===== src/rtl/prng_req_arbiter.sv =====
// prng_req_arbiter: round-robin sharing of one prng_lcg between N_REQ requesters.
// Define PRNG_RANGE_EN to enable per-requester rejection sampling against req_bound_i.
module prng_req_arbiter #(
    parameter int N_REQ     = 4,
    parameter int DAT_W     = 32,
    parameter int TYP_W     = 2,
    parameter int GEN_WAIT  = 7,
    parameter int SEED_WAIT = 4
) (
    input  logic                 clk,
    input  logic                 rst_b,
    input  logic                 seed_vld_i,
    input  logic [DAT_W-1:0]     seed_dat_i,
    output logic                 seed_rdy_o,
    input  logic [N_REQ-1:0]     req_i,
    input  logic [N_REQ*15-1:0]  req_bound_i,
    output logic [N_REQ-1:0]     rnd_vld_o,
    output logic [14:0]          rnd_dat_o,
    output logic                 busy_o,
    output logic [TYP_W-1:0]     prng_typ_sel_o,
    output logic                 prng_t_sel_o,
    output logic [DAT_W-1:0]     prng_t_dat_o,
    input  logic [DAT_W-1:0]     prng_r_dat_i
);
    localparam int PW = $clog2(N_REQ);
    localparam int CW = $clog2((GEN_WAIT > SEED_WAIT ? GEN_WAIT : SEED_WAIT) + 1);

    typedef enum logic [2:0] {
        S_IDLE, S_SEED_ISSUE, S_SEED_WAIT, S_GEN_ISSUE, S_GEN_WAIT, S_DELIVER
    } state_t;

    state_t            state_q;
    logic [PW-1:0]     rr_q, g_q, g_d;
    logic [CW-1:0]     cnt_q;
    logic              seed_rdy_q, prng_t_sel_q;
    logic [N_REQ-1:0]  rnd_vld_q;
    logic [14:0]       rnd_dat_q;
    logic [TYP_W-1:0]  prng_typ_sel_q;
    logic [DAT_W-1:0]  prng_t_dat_q;
    logic              reject;
    logic              unused_bits;

    // Descending scan so the requester closest after rr_q wins.
    always_comb begin
        g_d = rr_q;
        for (int k = N_REQ - 1; k >= 0; k--)
            if (req_i[(int'(rr_q) + k) % N_REQ]) g_d = PW'((int'(rr_q) + k) % N_REQ);
    end

`ifdef PRNG_RANGE_EN
    logic [14:0] bound;
    assign bound  = req_bound_i[int'(g_q)*15 +: 15];
    assign reject = (|bound) && (prng_r_dat_i[14:0] >= bound);
`else
    assign reject = 1'b0;
`endif

    assign unused_bits = ^{req_bound_i, prng_r_dat_i[DAT_W-1:15]};

    always_ff @(posedge clk or negedge rst_b) begin
        if (!rst_b) begin
            state_q        <= S_IDLE;
            rr_q           <= '0;
            g_q            <= '0;
            cnt_q          <= '0;
            seed_rdy_q     <= 1'b0;
            rnd_vld_q      <= '0;
            rnd_dat_q      <= '0;
            prng_typ_sel_q <= '0;
            prng_t_sel_q   <= 1'b0;
            prng_t_dat_q   <= '0;
        end else begin
            seed_rdy_q     <= 1'b0;
            rnd_vld_q      <= '0;
            prng_t_sel_q   <= 1'b0;
            prng_typ_sel_q <= '0;
            case (state_q)
                S_IDLE: begin
                    if (seed_vld_i) begin
                        state_q        <= S_SEED_ISSUE;
                        seed_rdy_q     <= 1'b1;
                        prng_t_sel_q   <= 1'b1;
                        prng_t_dat_q   <= seed_dat_i;
                        prng_typ_sel_q <= TYP_W'(2);
                    end else if (|req_i) begin
                        state_q        <= S_GEN_ISSUE;
                        g_q            <= g_d;
                        prng_typ_sel_q <= TYP_W'(1);
                    end
                end
                S_SEED_ISSUE: state_q <= S_SEED_WAIT;
                S_SEED_WAIT: begin
                    if (cnt_q == CW'(SEED_WAIT - 1)) begin
                        state_q <= S_IDLE;
                        cnt_q   <= '0;
                    end else cnt_q <= cnt_q + 1'b1;
                end
                S_GEN_ISSUE: state_q <= S_GEN_WAIT;
                S_GEN_WAIT: begin
                    if (cnt_q == CW'(GEN_WAIT - 1)) begin
                        cnt_q <= '0;
                        if (reject) begin
                            state_q        <= S_GEN_ISSUE;
                            prng_typ_sel_q <= TYP_W'(1);
                        end else begin
                            state_q   <= S_DELIVER;
                            rnd_dat_q <= prng_r_dat_i[14:0];
                            rnd_vld_q <= N_REQ'(1) << g_q;
                        end
                    end else cnt_q <= cnt_q + 1'b1;
                end
                S_DELIVER: begin
                    state_q <= S_IDLE;
                    rr_q    <= (int'(g_q) == N_REQ - 1) ? '0 : g_q + 1'b1;
                end
                default: state_q <= S_IDLE;
            endcase
        end
    end

    assign seed_rdy_o     = seed_rdy_q;
    assign rnd_vld_o      = rnd_vld_q;
    assign rnd_dat_o      = rnd_dat_q;
    assign busy_o         = state_q != S_IDLE;
    assign prng_typ_sel_o = prng_typ_sel_q;
    assign prng_t_sel_o   = prng_t_sel_q;
    assign prng_t_dat_o   = prng_t_dat_q;
endmodule


===== config.mk =====
export PLATFORM = sky130hd
export DESIGN_NAME = prng_req_arbiter
export DESIGN_NICKNAME = d
export VERILOG_FILES = /design/src/rtl/prng_req_arbiter.sv
export SDC_FILE = /design/constraint.sdc
export NUM_CORES = 1
export LEC_CHECK = 0
export ABC_AREA = 1
export ABC_CLOCK_PERIOD_IN_PS = 1200
export CORE_MARGIN = 3
export CORE_UTILIZATION = 33
export CTS_BUF_LIST = sky130_fd_sc_hd__clkbuf_8
export CTS_CLUSTER_DIAMETER = 30
export CTS_CLUSTER_SIZE = 30
export DETAILED_ROUTE_END_ITERATION = 10
export PLACE_DENSITY = 0.85
export SLEW_MARGIN = 20
export SYNTH_ARGS = -nofsm -noshare
export SYNTH_HDL_FRONTEND = slang
export SYNTH_SLANG_ARGS = --single-unit

===== constraint.sdc =====
create_clock -name clk -period 1.2 [get_ports clk]
set_input_delay 0.12 -clock clk [delete_from_list [all_inputs] [get_ports clk]]
set_output_delay 0.12 -clock clk [all_outputs]
set_load 0.005 [all_outputs]

# ---- Word level (Yosys, flattened, before mapping)
# Cells that the tools add are included.
dict set report word_totals {
  ff_bits 64
  out_inout_bits 56
}
dict set report classes {
  bitwise_logic 4
  n_eq_ne 11
  shifts 1
  order_cmp 4
  reduce_logical 11
  muxes 31
  add_sub_neg 5
}
# op count
set ops {}
lappend ops {{3-bit 2-to-1 mux} 6}
lappend ops {{3-bit case mux with 5 select lines} 1}
lappend ops {{2-bit 2-to-1 mux} 7}
lappend ops {{3-bit by 4-bit < comparator with 1-bit output, second input constant} 3}
lappend ops {{1-bit 2-to-1 mux} 10}
lappend ops {{3-bit by 2-bit == test with 1-bit output, second input constant} 3}
lappend ops {{3-bit == test, second input constant} 3}
lappend ops {{1-bit binary-select mux with 2-bit select} 4}
lappend ops {{4-bit 2-to-1 mux} 2}
lappend ops {{3-bit case mux with 2 select lines} 1}
lappend ops {{3-bit AND reduction} 2}
lappend ops {{2-bit OR reduction} 3}
lappend ops {{2-bit by 1-bit adder with 2-bit output, second input constant} 2}
lappend ops {{2-bit adder, second input constant} 2}
lappend ops {{2-bit != test, second input constant} 2}
lappend ops {{2-bit AND reduction} 2}
lappend ops {{4-bit OR reduction} 1}
lappend ops {{1-bit by 2-bit << shifter with 4-bit output, first input constant} 1}
lappend ops {{3-bit by 1-bit adder with 3-bit output, second input constant} 1}
lappend ops {{1-bit bitwise AND, first input constant} 3}
lappend ops {{3-bit by 1-bit == test with 1-bit output, second input constant} 1}
lappend ops {{3-bit zero test} 1}
lappend ops {{2-bit by 3-bit < comparator with 1-bit output, second input constant} 1}
lappend ops {{3-bit != test, second input constant} 1}
lappend ops {{4 further kinds} 4}

# ---- Depth between registers and ports, before layout
dict set report logic_depth {
  depth_word 10
  ltp_mapped 12
  mapped_depth_nobuf 11
}

# ---- Worst setup path before layout
# Ideal clock, no wire load.
dict set report synth_timing {
  path_type {register to register}
  startpoint {register cnt_q[1]}
  endpoint {register state_q[1]}
  path_slack_ps -124
  setup_time_ps 125
  required_time_ps 1075
  t_arrival_ps 1199
  path_buffers 0
  stages_incl_launch_ff 8
  path_cell_list {dfrtp_1 -> ha_1 -> ha_1 -> or2_1 -> nand2_2 -> inv_2 -> o31ai_2 -> o21ai_1}
}
dict set report synth_between {
  elab_chain_cells 3
  word_cells_on_any_way 5
}
# element line
set synth_rtl {}
lappend synth_rtl {{from (decl)} 34} ;# logic [CW-1:0] cnt_q;
lappend synth_rtl {{from (signal assigned)} 96} ;# end else cnt_q <= cnt_q + 1'b1;
lappend synth_rtl {{from (signal assigned)} 110} ;# end else cnt_q <= cnt_q + 1'b1;
lappend synth_rtl {{3-bit == test / 3-bit by 2-bit == test with 1-bit output (equally long branches)} {100, 93}}
lappend synth_rtl {{2-bit != test (no source line)} --}
lappend synth_rtl {{3-bit AND reduction (no source line) *} --}
lappend synth_rtl {{to (signal assigned)} 98} ;# S_GEN_ISSUE: state_q <= S_GEN_WAIT;
lappend synth_rtl {{to (signal assigned)} 103} ;# state_q <= S_GEN_ISSUE;
lappend synth_rtl {{to (signal assigned)} 106} ;# state_q <= S_DELIVER;
lappend synth_rtl {{to (decl)} 32} ;# state_t state_q;
# Mark *: on every way between the ends. The rest lies on a longest branch, timed or not.
# A chain may end at the register's enable or synchronous reset.

# ---- Final worst setup path
# Ends and elaborated chain as after synthesis.

==> flow_summary_export.csv <==
group,metric,value,unit
placed_design,dp.cells,554,
worst_setup_path,cp-end-kind,"flop",
clock_tree,cts_buffer_depth,2,
placed_design,routabilityCongestion,0.914,
floorplanning,die-area,9640,um^2
clock_tree,clk_pin_slew_worst_paths,0.08,ns
power_and_ir_drop,ir_drop,0.00111,V
layout,drive_gt1_share,34.5,%
routing,ant_nets,0,
worst_setup_path,reg2reg_from,"cnt_q[1]$_DFFE_PN0P_",
routing,via_per_inst,4.68,
placed_design,dpl_cell_area,4150,um^2
worst_setup_path,worstSetupPathType,"reg2reg",
worst_setup_path,cp.arrival,1.72,ns
worst_setup_path,rr_worst_depth,6,
placed_design,place_ws,-0.234,ns
grt,grt_use_met1,21.9,%
worst_setup_path,r2r-end,"state_q[1]$_DFFE_PN0P_",
worst_setup_path,worst-r2r-setup-slack,-0.26,ns
grt,grt_pass1_wl,14900,um
layout,layout.cells.non_filler,609,
logic_synthesis,yosysUniqueCellTypes,22,
timing,min_period,1.46,ns
layout,fin_area,5100,um^2
routing,first_iter_violations,78,
power_and_ir_drop,power.leakage,2.55,nW
timing,clock_skew,0.00724,ns
timing,post-route-period-util,122,%
worst_setup_path,cp-start-kind,"flop",
power_and_ir_drop,power.density,2280,nW/um^2
logic_synthesis,ys_ff_latch,63,
floorplanning,start_util,35.2,%
timing,maxSlewViolCount,0,
hold_path,hold_path_class,"in2reg",
timing,hold_violations,0,
layout,areaGrowthSynthToFinish,82.0,%
grt,grt_util_met2,35.6,%
timing,tightest_slew,0.237,ns
logic_synthesis,synth_nets,469,
timing,slew_headroom,84.1,%
routing,drcViolationCount,0,
grt,grt_util_met3,5.07,%
layout,fillers,617,
grt,antenna_found_initial,0,
clock_tree,cts.sinks,63,
run_status,status,"finished, violations left",
logic_synthesis,synth_top_cell_area_share,56.2,%
routing,dr.pass1.iters,4,
run_status,violations,"negative setup slack",
clock_tree,clk_latency,0.34,ns
flow_run,drv_cap,0,
logic_synthesis,ys_seq_area_share,56.2,%
layout,antenna_cells,0,
grt,grt_pass1_vias,3005,
hold_path,hold_depth,3,
grt,grt_busiest_layer,"met2",
timing,clock.fmax,685,MHz
grt,grtUsageTotal,19.4,%
hold_path,hold_end,"rnd_dat_o[1]$_DFFE_PN0P_",
placed_design,portBuffers,109,
floorplanning,chipWidth,98.2,um
layout,nets,641,
placed_design,dp_hpwl,5430,um
logic_synthesis,synth_area_per_cell,8.50,um^2
clock_tree,cts_htree_levels,3,
layout,regArea,1580,um^2
floorplanning,rows,32,
floorplanning,die-height,98.2,um
grt,grt_max_degree,34,
logic_synthesis,synthTopCellsByArea,"dfrtp_1 56%, nand2_1 24%, ha_1 3.6%",
timing,worst_slack,-0.260,ns
timing,setup_viol,59,
routing,routed_wl,9290,um
logic_synthesis,ys_warn_count,0,
grt,gr-total-overflow,0,
floorplanning,io_pins,187,
clock_tree,cts_tree,"built",
hold_path,holdCritStartpoint,"prng_r_dat_i[1]",
clock_tree,cts_root_buffer,"clkbuf_8",
logic_synthesis,netlist_area,2800,um^2
layout,multi_input_area,1360,um^2
routing,vias,2848,
worst_setup_path,critPathRequiredTime,1.46,ns
floorplanning,core-area,7970,um^2
timing,rsz0062_at_grt,"yes",
clock_tree,cts_buffers,9,
logic_synthesis,yosysTopAreaCell,"dfrtp_1",
worst_setup_path,crit_fanout,3,
routing,wl_per_cell,15.3,um
logic_synthesis,syn_inst,330,
stage by stage:
step                      hold WS, ns  power, mW  util (%)  TNS [ns]
after global placement          0.123       7.71      52.1     -5.93
after global routing            0.308       12.5      64.0    -14.86
after floorplan                -0.176       5.49         -     -1.95
after CTS                       0.300       10.9      61.4     -7.29
after detailed placement        0.135       7.92      52.1     -6.96
final                           0.314       11.6      64.0    -10.37
per-layer routing:
layer / wire, um / up-vias / part of all wire [%]
met5: 0 / - / 0
met1: 3580 / 1367 / 39
met2: 5020 / 116 / 54
met4: 138 / 0 / 1.5
met3: 546 / 17 / 5.9
li1: - / 1348 / -
sequential cells by signal, summed over array words and instances, names as in the netlist:
register        count
rr_q                2
cnt_q               3
prng_t_dat_o       32
rnd_dat_o          15
state_q             3
rnd_vld_o           4
prng_typ_sel_o      1
g_q                 2
prng_t_sel_o        1
cell usage in the layout, fill, tap and decap left out, types with 4 or more instances in the layout:
cell type	Yosys	layout
nand2_1	178	116
dfrtp_1	63	61
dlygate4sd2_1	0	54
clkdlybuf4s50_1	0	52
nand2_2	4	49
buf_4	6	41
inv_1	18	18
nand2_4	0	17
clkbuf_8	0	9
nand3_1	11	8
o21ai_1	3	8
buf_12	0	8
ha_1	8	6
buf_6	5	6
nor2_2	4	5
inv_16	0	4
inv_4	1	4
critical path, cell delays in order, from the launching register on:
cell and delay (ns):
dfrtp_1 0.41, ha_2 0.22, ha_4 0.16, or2_4 0.26, buf_4 0.14, buf_4 0.12, o21ai_1 0.08
power by group:
part | switching, mW | internal (mW) | total [mW] | leakage [nW]
clock network | 0.864 | 0.957 | 1.82 | 0.0916
logic | 3.11 | 3.18 | 6.29 | 1.73
registers | 0.597 | 2.94 | 3.54 | 0.735
total | 4.57 | 7.08 | 11.6 | 2.55
cells in the mapped netlist:
cell,number
nand2_1,178
dfrtp_1,63
inv_1,18
nand3_1,11
ha_1,8
o21ai_0,8
buf_4,6
inv_2,6
buf_6,5
nor2_1,5
nand2_2,4
nor2_2,4
o21ai_1,3
a21oi_1,2
nor3_1,2
a31oi_1,1
inv_4,1
nand4_1,1
nor2_4,1
nor2_8,1
o31ai_2,1
or2_1,1
cell type report:
class,instances,share of cell area (%)
Timing Repair inverter,4,1.32
Clock inverter,7,1.40
Clock buffer,9,2.43
Timing Repair Buffer,168,32.2
Tap cell,102,2.50
Multi-Input combinational cell,231,26.6
Inverter,25,2.67
Sequential cell,63,30.9
worst max-delay path by stage:
stage / start / end / slack, ns
final: cnt_q[1]$_DFFE_PN0P_ / state_q[1]$_DFFE_PN0P_ / -0.26
after global routing: cnt_q[1]$_DFFE_PN0P_ / state_q[1]$_DFFE_PN0P_ / -0.33
after CTS: cnt_q[1]$_DFFE_PN0P_ / state_q[1]$_DFFE_PN0P_ / -0.19
after detailed placement: req_i[1] / g_q[0]$_DFFE_PN0P_ / -0.23
after global placement: req_i[1] / g_q[0]$_DFFE_PN0P_ / -0.18
after floorplan: cnt_q[1]$_DFFE_PN0P_ / state_q[0]$_DFFE_PN0P_ / -0.08
kinds of logic after synthesis:
group	share of synthesized area (%)
buffers and inverters	7.05
and+or+nand+nor	30.2
adders and majority gates	3.57
DFF	56.2
AOI/OAI and AO/OA	2.99
timing repair:
action | in CTS | in global routing
hold endpoints to repair | 63 | 0
gates resized for setup | 133 | 65
buffers inserted | 30 | 3
endpoints found under the setup margin | 106 | 63
gates cloned | 7 | 0
hold buffers | 1 | 0
pin swaps | 16 | 13
No activity file was read; power rests on OpenSTA's default activity.
